--- src/rtl/store_split_unit_pkg.sv ---
// Shared definitions for the store path.
// - FNC_*          : store width encodings carried in func3
// - store_state_e  : beat sequencer states
package store_split_unit_pkg;

  localparam logic [2:0] FNC_SB = 3'b000;
  localparam logic [2:0] FNC_SH = 3'b001;
  localparam logic [2:0] FNC_SW = 3'b010;
  localparam logic [2:0] FNC_SD = 3'b011;

  typedef enum logic [1:0] {
    IDLE  = 2'd0,
    BEAT0 = 2'd1,
    BEAT1 = 2'd2
  } store_state_e;

endpackage

--- src/rtl/store_lane_shift.sv ---
// Combinational byte-lane placement for one store request.
// Ports:
//   data      in  DWIDTH   store data, LSB-aligned
//   offset    in  OFFW     byte offset inside the bus word
//   func3     in  3        store width code
//   mask      out 2*NB     byte enables across two consecutive bus words
//   wdata     out 2*DWIDTH data placed on those lanes, unused lanes zero
//   has_beat1 out 1        store spills into the second bus word
//   illegal   out 1        func3 not supported at this bus width
module store_lane_shift
  import store_split_unit_pkg::*;
#(
  parameter int DWIDTH = 32,
  localparam int NB = DWIDTH / 8,
  localparam int OFFW = $clog2(NB)
) (
  input  logic [DWIDTH-1:0]   data,
  input  logic [OFFW-1:0]     offset,
  input  logic [2:0]          func3,
  output logic [2*NB-1:0]     mask,
  output logic [2*DWIDTH-1:0] wdata,
  output logic                has_beat1,
  output logic                illegal
);

  logic [NB-1:0]     size_mask;
  logic [DWIDTH-1:0] trunc_data;

  // Keep only the bytes covered by the access width; the rest are zeroed so
  // that disabled lanes never carry stale data after the shift.
  always_comb begin
    size_mask  = '0;
    trunc_data = '0;
    for (int i = 0; i < NB; i++) begin
      if (i < (1 << func3[1:0])) begin
        size_mask[i]        = 1'b1;
        trunc_data[8*i +: 8] = data[8*i +: 8];
      end
    end
  end

  assign mask      = {{NB{1'b0}}, size_mask} << offset;
  assign wdata     = {{DWIDTH{1'b0}}, trunc_data} << {offset, 3'b000};
  assign has_beat1 = |mask[2*NB-1:NB];
  assign illegal   = func3[2] || ((func3 == FNC_SD) && (DWIDTH == 32));

endmodule

--- src/rtl/store_split_unit.sv ---
// Store path between execute and data memory / MMIO write port. Turns one
// store request into one or two registered byte-enable write beats.
// Ports:
//   clk, rst                      clock, synchronous active-high reset
//   req_valid/req_ready           request handshake
//   req_addr, req_data, req_func3 byte address, LSB-aligned data, width
//   mem_valid/mem_ready           write beat handshake
//   mem_addr, mem_wea, mem_wdata  bus-aligned address, byte enables, data
//   misalign_err, illegal_err     one-cycle pulses for dropped requests
//   busy                          a beat is outstanding
//
// state | meaning
// IDLE  | no beat outstanding, ready for a request
// BEAT0 | first (or only) beat presented on mem_*
// BEAT1 | second beat of a word-crossing store presented on mem_*
module store_split_unit
  import store_split_unit_pkg::*;
#(
  parameter int DWIDTH = 32,
  parameter int AWIDTH = 32,
  parameter int ALLOW_MISALIGNED = 1
) (
  input  logic                clk,
  input  logic                rst,
  input  logic                req_valid,
  output logic                req_ready,
  input  logic [AWIDTH-1:0]   req_addr,
  input  logic [DWIDTH-1:0]   req_data,
  input  logic [2:0]          req_func3,
  output logic                mem_valid,
  input  logic                mem_ready,
  output logic [AWIDTH-1:0]   mem_addr,
  output logic [DWIDTH/8-1:0] mem_wea,
  output logic [DWIDTH-1:0]   mem_wdata,
  output logic                misalign_err,
  output logic                illegal_err,
  output logic                busy
);

  localparam int NB   = DWIDTH / 8;
  localparam int OFFW = $clog2(NB);

  logic [2*NB-1:0]     sh_mask;
  logic [2*DWIDTH-1:0] sh_wdata;
  logic                sh_has_beat1;
  logic                sh_illegal;

  store_lane_shift #(.DWIDTH(DWIDTH)) u_lane_shift (
    .data      (req_data),
    .offset    (req_addr[OFFW-1:0]),
    .func3     (req_func3),
    .mask      (sh_mask),
    .wdata     (sh_wdata),
    .has_beat1 (sh_has_beat1),
    .illegal   (sh_illegal)
  );

  store_state_e      state;
  logic              pend_beat1;
  logic [AWIDTH-1:0] beat1_addr;
  logic [NB-1:0]     beat1_wea;
  logic [DWIDTH-1:0] beat1_wdata;

  logic [AWIDTH-1:0] base_addr;
  logic              last_beat;
  logic              accept;
  logic              drop_misalign;

  assign base_addr     = {req_addr[AWIDTH-1:OFFW], {OFFW{1'b0}}};
  assign last_beat     = (state == BEAT1) || ((state == BEAT0) && !pend_beat1);
  // Ready also on the completing cycle so single-beat stores stream at one
  // per cycle.
  assign req_ready     = (state == IDLE) || (mem_valid && mem_ready && last_beat);
  assign accept        = req_valid && req_ready;
  assign drop_misalign = sh_has_beat1 && (ALLOW_MISALIGNED == 0);
  assign busy          = (state != IDLE);

  always_ff @(posedge clk) begin
    if (rst) begin
      state        <= IDLE;
      mem_valid    <= 1'b0;
      mem_addr     <= '0;
      mem_wea      <= '0;
      mem_wdata    <= '0;
      misalign_err <= 1'b0;
      illegal_err  <= 1'b0;
      pend_beat1   <= 1'b0;
      beat1_addr   <= '0;
      beat1_wea    <= '0;
      beat1_wdata  <= '0;
    end else begin
      misalign_err <= 1'b0;
      illegal_err  <= 1'b0;
      if ((state == BEAT0) && mem_ready && pend_beat1) begin
        state      <= BEAT1;
        mem_addr   <= beat1_addr;
        mem_wea    <= beat1_wea;
        mem_wdata  <= beat1_wdata;
        pend_beat1 <= 1'b0;
      end else if (req_ready) begin
        // Either idle or the last beat completes this cycle.
        if (accept && !sh_illegal && !drop_misalign) begin
          state       <= BEAT0;
          mem_valid   <= 1'b1;
          mem_addr    <= base_addr;
          mem_wea     <= sh_mask[NB-1:0];
          mem_wdata   <= sh_wdata[DWIDTH-1:0];
          pend_beat1  <= sh_has_beat1;
          beat1_addr  <= base_addr + AWIDTH'(NB);
          beat1_wea   <= sh_mask[2*NB-1:NB];
          beat1_wdata <= sh_wdata[2*DWIDTH-1:DWIDTH];
        end else begin
          state      <= IDLE;
          mem_valid  <= 1'b0;
          mem_wea    <= '0;
          mem_wdata  <= '0;
          pend_beat1 <= 1'b0;
        end
        illegal_err  <= accept && sh_illegal;
        misalign_err <= accept && !sh_illegal && drop_misalign;
      end
    end
  end

endmodule
--- config.mk ---
export PLATFORM = sky130hd
export DESIGN_NAME = store_split_unit
export DESIGN_NICKNAME = d
export VERILOG_FILES = /design/src/rtl/store_split_unit_pkg.sv /design/src/rtl/store_lane_shift.sv /design/src/rtl/store_split_unit.sv
export SDC_FILE = /design/constraint.sdc
export NUM_CORES = 1
export LEC_CHECK = 0
export ABC_CLOCK_PERIOD_IN_PS = 1890
export CAP_MARGIN = 30
export CORE_ASPECT_RATIO = 0.8
export CORE_UTILIZATION = 50
export DETAILED_ROUTE_END_ITERATION = 10
export PLACE_DENSITY = 0.91
export SLEW_MARGIN = 20
export SYNTH_ARGS = -nofsm -noshare
export SYNTH_HDL_FRONTEND = slang
export SYNTH_SLANG_ARGS = --single-unit
export TNS_END_PERCENT = 10
--- constraint.sdc ---
create_clock -name clk -period 1.89 [get_ports clk]
set_input_delay 0.378 -clock clk [delete_from_list [all_inputs] [get_ports clk]]
set_output_delay 0.378 -clock clk [all_outputs]
set_load 0.01 [all_outputs]
Word-level counts from Yosys, hierarchy flattened

Index checks and enable logic that the tools add are counted.
Widths: inputs -> output; s select.

Shift-type cells: 3
Divide/modulo/power cells: 0
Reductions and logical operators: 23
Mux-type cells: 22
Multiply operators: 0
Equal/unequal tests: 3
Magnitude comparators: 4
$add $sub $neg: 1
Bitwise gates (word level): 2

Operators with widths:

| operator              | count |
|---|---|
| $mux 32               | 6 |
| $lt 3x32->1 const A   | 2 |
| $shl 32x5->64         | 1 |
| $add 32x3->32 const B | 1 |
| $lt 1x32->1 const A   | 1 |
| $lt 2x32->1 const A   | 1 |
| $mux 8                | 4 |
| $shl 1x2->32 const A  | 1 |
| $mux 4                | 3 |
| $logic_and 1x1->1     | 8 |
| $shl 4x2->8           | 1 |
| $mux 1                | 7 |
| $reduce_bool 2->1     | 3 |
| $mux 2                | 2 |
| $reduce_and 2->1      | 2 |
| $reduce_or 4->1       | 1 |
| $eq 3x2->1 const B    | 1 |
| $logic_or 1x1->1      | 3 |
| $reduce_and 3->1      | 1 |
| $reduce_or 3->1       | 1 |
| $eq 2x1->1 const B    | 1 |
| $eq 2x2->1 const B    | 1 |
| $logic_not 1->1       | 2 |
| $logic_not 2->1       | 1 |
| 2 further kinds       | 3 |

Output and inout port bits: 73
Input bits: 71
Bits in read-only memories: 0
Memories kept: 0
Bits in writable memories: 0
Register bits: 141
Latch bits: 0

Logic depth before layout (Yosys ltp)

Depth in word-level cells: 10
Gate-level depth with buffers: 8
Gate-level depth less buffers: 6

Hierarchy

From an unflattened synthesis, not the netlist that was laid out.

Cells, all modules: 818
Area total of the unflattened synthesis: 6794.0 um2

By module, submodules not included:

| module           | area each (um2) | times used | seq. area each (um2) | cells each |
|---|---|---|---|---|
| store_split_unit | 5796.8          | 1          | 2742.6               | 667 |
| store_lane_shift | 997.2           | 1          | 0.0                  | 151 |

Worst setup path after synthesis

OpenSTA, ideal clock, no wires.

Kind: input port to flip-flop
From: input req_addr[0]
To: register mem_wdata[29]
Cell stages on the path: 8
Setup time: 0.128 ns
Path buffers: 3
Arrival: 1.627 ns
Required time: 1.762 ns
Path slack: 0.135 ns
Path through: buf_2 buf_2 buf_2 mux2_2 nand3_1 o21ai_0 a22oi_1 nor2_1

Longest elaborated chain between the ends: 4

RTL lines:

| element                | line                    | text |
|---|---|---|
| start: declaration     | store_split_unit.sv:27  | `input logic [AWIDTH-1:0] req_addr,` |
| $shl 32x5->64          | store_lane_shift.sv:43  | `assign wdata = {{DWIDTH{1'b0}}, trunc_data} << {offset, 3'b000};` |
| $mux 32                | store_split_unit.sv:102 | `if (accept && !sh_illegal && !drop_misalign) begin` |
| $mux 32                | store_split_unit.sv:100 | `end else if (req_ready) begin` |
| $mux 32                | store_split_unit.sv:94  | `if ((state == BEAT0) && mem_ready && pend_beat1) begin` |
| end signal: assignment | store_split_unit.sv:98  | `mem_wdata <= beat1_wdata;` |
| end signal: assignment | store_split_unit.sv:107 | `mem_wdata <= sh_wdata[DWIDTH-1:0];` |
| end: declaration       | store_split_unit.sv:34  | `output logic [DWIDTH-1:0] mem_wdata,` |

Every way passes these cells. The select of a mux whose other input is x is not followed.
A chain may end at the register's enable or synchronous reset.

Worst setup path after layout

Ends and elaborated chain as after synthesis.

==> impl_metrics.csv <==
group,metric,value,unit
clock_network,cts_sinks,128,
pwr,leakage,3.50,nW
final_layout,layout_commonest_cell,"clkdlybuf4s50_1",
setup_path,path_depth,8,
sta,fmax,0.468,GHz
status,failed_checks,"negative setup slack",
sta,post-route-period-util,113,%
drt,wl,25100,µm
floorplanning,rows,35,
floorplanning,initial_core_util,52.2,%
setup_path,regToRegSetupSlack,-0.20,ns
synth,ys_ff_latch,128,
floorplanning,die_area,12700,µm²
grt,grt_pass1_wl,36600,µm
grt,antenna_found_initial,1,
final_layout,area_growth,55.7,%
synth,synth_flop_cell,"dfxtp_1",
status,status,"finished with violations",
grt,grt_pass1_vias,6835,
setup_path,crit_fanout,22,
drt,avgRoutedWirePerCell,22.7,µm
final_layout,layout-drive-gt1-share,27.3,%
setup_path,critPathKind,"primary input to flop",
setup_path,cp_data_required_time,2.18,ns
clock_network,path_clk_slew,0.06,ns
clock_network,numCtsBuffers,17,
floorplanning,pin_count,144,
synth,netlist_instances,720,
synth,synth_cell_types,49,
sta,fin_ws,-0.247,ns
pwr,power,8.11,mW
setup_path,crit_family,"buffers and inverters",
synth,synth-edff-count,0,
synth,syn_area_per_cell,8.51,µm²
setup_path,slowest_stage,"clkdlybuf4s50_1",
clock_network,root_buffer,"clkbuf_16",
floorplanning,die_y,101,µm
sta,slew_viol_final,0,
synth,synth_warnings,0,
grt,grt-ovfl-total,0,
grt,grt_max_degree,129,
final_layout,fillCellCount,590,
floorplanning,die_x,126,µm
setup_path,critPathArrivalTime,2.43,ns
final_layout,layout_common_cells,"134 x clkdlybuf4s50_1, 124 x dfxtp_1, 107 x buf_4, 84 x nand2_1, 80 x nor2_1",
sta,relSlewSlack,57.2,%
drt,drc_errors,0,
setup_path,cp_slowest_stage_delay,0.52,ns
setup_path,r2r_start,"state[0]",
setup_path,reg2reg_to,"mem_wdata[14]",
place,io_buffers,140,
drt,vias,7320,
drt,viasPerCell,6.61,
place,globalplace.congestion,0.922,
setup_path,end_kind,"flop",
place,dp.final_hpwl,13400,µm
setup_path,worstPathCellList,"clkdlybuf4s50_1 -> buf_12 -> buf_4 -> clkinvlp_4 -> a31oi_1 -> o21ai_0 -> a22oi_1 -> nor2_1",
setup_path,reg2reg_depth,8,
clock_network,hold_buffers,0,
grt,grt_usage,37.2,%
clock_network,cts_buffer_depth,2,
sta,setup_tns,-2.24,ns
drt,drt_pre_antenna_iters,8,
synth,async_flop_share,0,%
sta,fin_skew,0.0116,ns
synth,synth.cell_area,6130,µm²
setup_path,worst-path-buf-inv,4,
sta,worst_slew_pin_slew,0.641,ns
setup_path,crit_path_end,"mem_wdata[29]",
floorplanning,core,11700,µm²
pwr,ir_worst_vdd,694,µV
setup_path,critPathLaunch,"req_addr[0]",
synth,ys_seq_area_share,41.8,%
hold_path,holdCritPathClass,"primary input to flop",
clock_network,clkLatencyLatePin,0.44,ns
final_layout,final_nets,1018,
sta,hold_viol,0,
clock_network,cts_tree,"yes",
sta,rsz0062_at_grt,"yes",
clock_network,h-tree-depth,4,
drt,drtAntennaViolNets,0,
setup_path,cp-start-kind,"primary input",
drt,drt-initial-drc-count,1195,
flow_run,cap_violations,0,
sta,setup_violations,39,
sta,min_period,2.14,ns
pwr,power_density,850,nW/µm²
==> power breakdown <==
part	leakage, nW	internal (mW)	switching (mW)	total, mW
registers	1.04	2.81	0.0740	2.88
clock network	0.330	2.61	1.31	3.92
logic	2.12	0.617	0.693	1.31
==> worst min path at each step <==
stage                    startpoint               to  slack, ns  depth (start not counted)
global placement    beat1_wdata[15]  beat1_wdata[15]       0.44                          2
detailed placement       mem_wea[3]       mem_wea[3]       0.45                          2
global route            req_addr[2]    beat1_addr[2]       0.39                          3
floorplan           beat1_wdata[15]  beat1_wdata[15]       0.43                          2
CTS                             rst     mem_wdata[6]       0.43                          5
finish                  req_addr[2]    beat1_addr[2]       0.35                          3
==> stage by stage <==
| step | std cells | hold slack [ns] | util (%) | area, µm² | setup WS (ns) |
|---|---|---|---|---|---|
| after floorplan | 722 | 0.431 | - | 6130 | 0.135 |
| after global placement | 1051 | 0.439 | 70.9 | 8320 | -0.443 |
| after detailed placement | 1051 | 0.446 | 70.9 | 8320 | -0.565 |
| after CTS | 1101 | 0.429 | 79.3 | 9310 | -0.0707 |
| after global routing | 1108 | 0.389 | 81.3 | 9540 | -0.407 |
| final | 1108 | 0.348 | 81.3 | 9540 | -0.247 |
==> logic make-up after synthesis <==
logic type,share of synthesized area [%]
fa+ha+maj,0.204
mux,2.90
buf+inv,5.35
other cells,0.0612
compound gates,25.4
xor+xnor,4.00
simple gates,20.3
flops,41.8
==> synth_stat cells (all sizes together), types with 2 or more instances <==
cell,number,area share [%]
clkbuf,31,1.9
xnor2,9,1.3
a222oi,3,0.49
or2,3,0.31
a21oi,51,4.2
mux2i,2,0.33
a221oi,14,2.0
a31oi,14,1.4
nand3,36,2.9
a22oi,55,6.7
xor2,19,2.7
o211ai,2,0.25
mux2,14,2.6
buf,31,3.1
a211oi,30,5.7
and2,7,0.71
nor4,2,0.55
inv,5,0.31
a22o,8,1.1
o21ai,20,1.6
and3,6,0.61
a21o,9,1.1
nor2b,3,0.31
dfxtp,128,42
nand2,88,5.4
nor2,90,5.6
nand4,10,1.1
nor3,19,1.7
==> timing repair <==
| item | 4_1_cts | 5_1_grt |
|---|---|---|
| buffers inserted | 18 | 5 |
| hold endpoints to repair | 0 | 0 |
| cloned | 1 | 1 |
| resized for setup | 43 | 42 |
| pin swaps | 7 | 10 |
| setup endpoints to repair | 36 | 94 |
==> layer usage <==
layer | GRT usage (%) | vias up | share of wire [%]
li1 | - | 3040 | -
met1 | 45.0 | 3408 | 36
met2 | 60.3 | 657 | 44
met3 | 10.5 | 215 | 12
met4 | 20.6 | 0 | 7.2
met5 | 0 | - | 0
==> final cells by class <==
cell class                 count  area, µm²  area share (%)
multi-input combinational    526       3510            36.8
sequential                   128       2570            27.0
timing repair buffer         267       2550            26.7
clock buffer                  18        429            4.50
clock inverter                14        262            2.74
tap                          148        185            1.94
inverter                       6       26.3           0.275
antenna                        1       2.50          0.0262
==> worst reg2reg max path: stages, from the launching register on <==
cell	delay, ns
dfxtp_4	0.39
and3b_2	0.24
buf_6	0.13
o311ai_4	0.31
buf_6	0.18
buf_12	0.13
nor3_1	0.07
a221oi_1	0.40
nor2_1	0.09
==> sequential cells by signal (all words and copies together) (netlist names) <==
| name | cells |
|---|---|
| beat1_addr | 30 |
| mem_valid | 1 |
| mem_wdata | 32 |
| pend_beat1 | 1 |
| mem_wea | 4 |
| mem_addr | 30 |
| beat1_wdata | 24 |
| beat1_wea | 3 |
| illegal_err | 1 |
| state | 2 |
(Power assumes the default switching activity.)
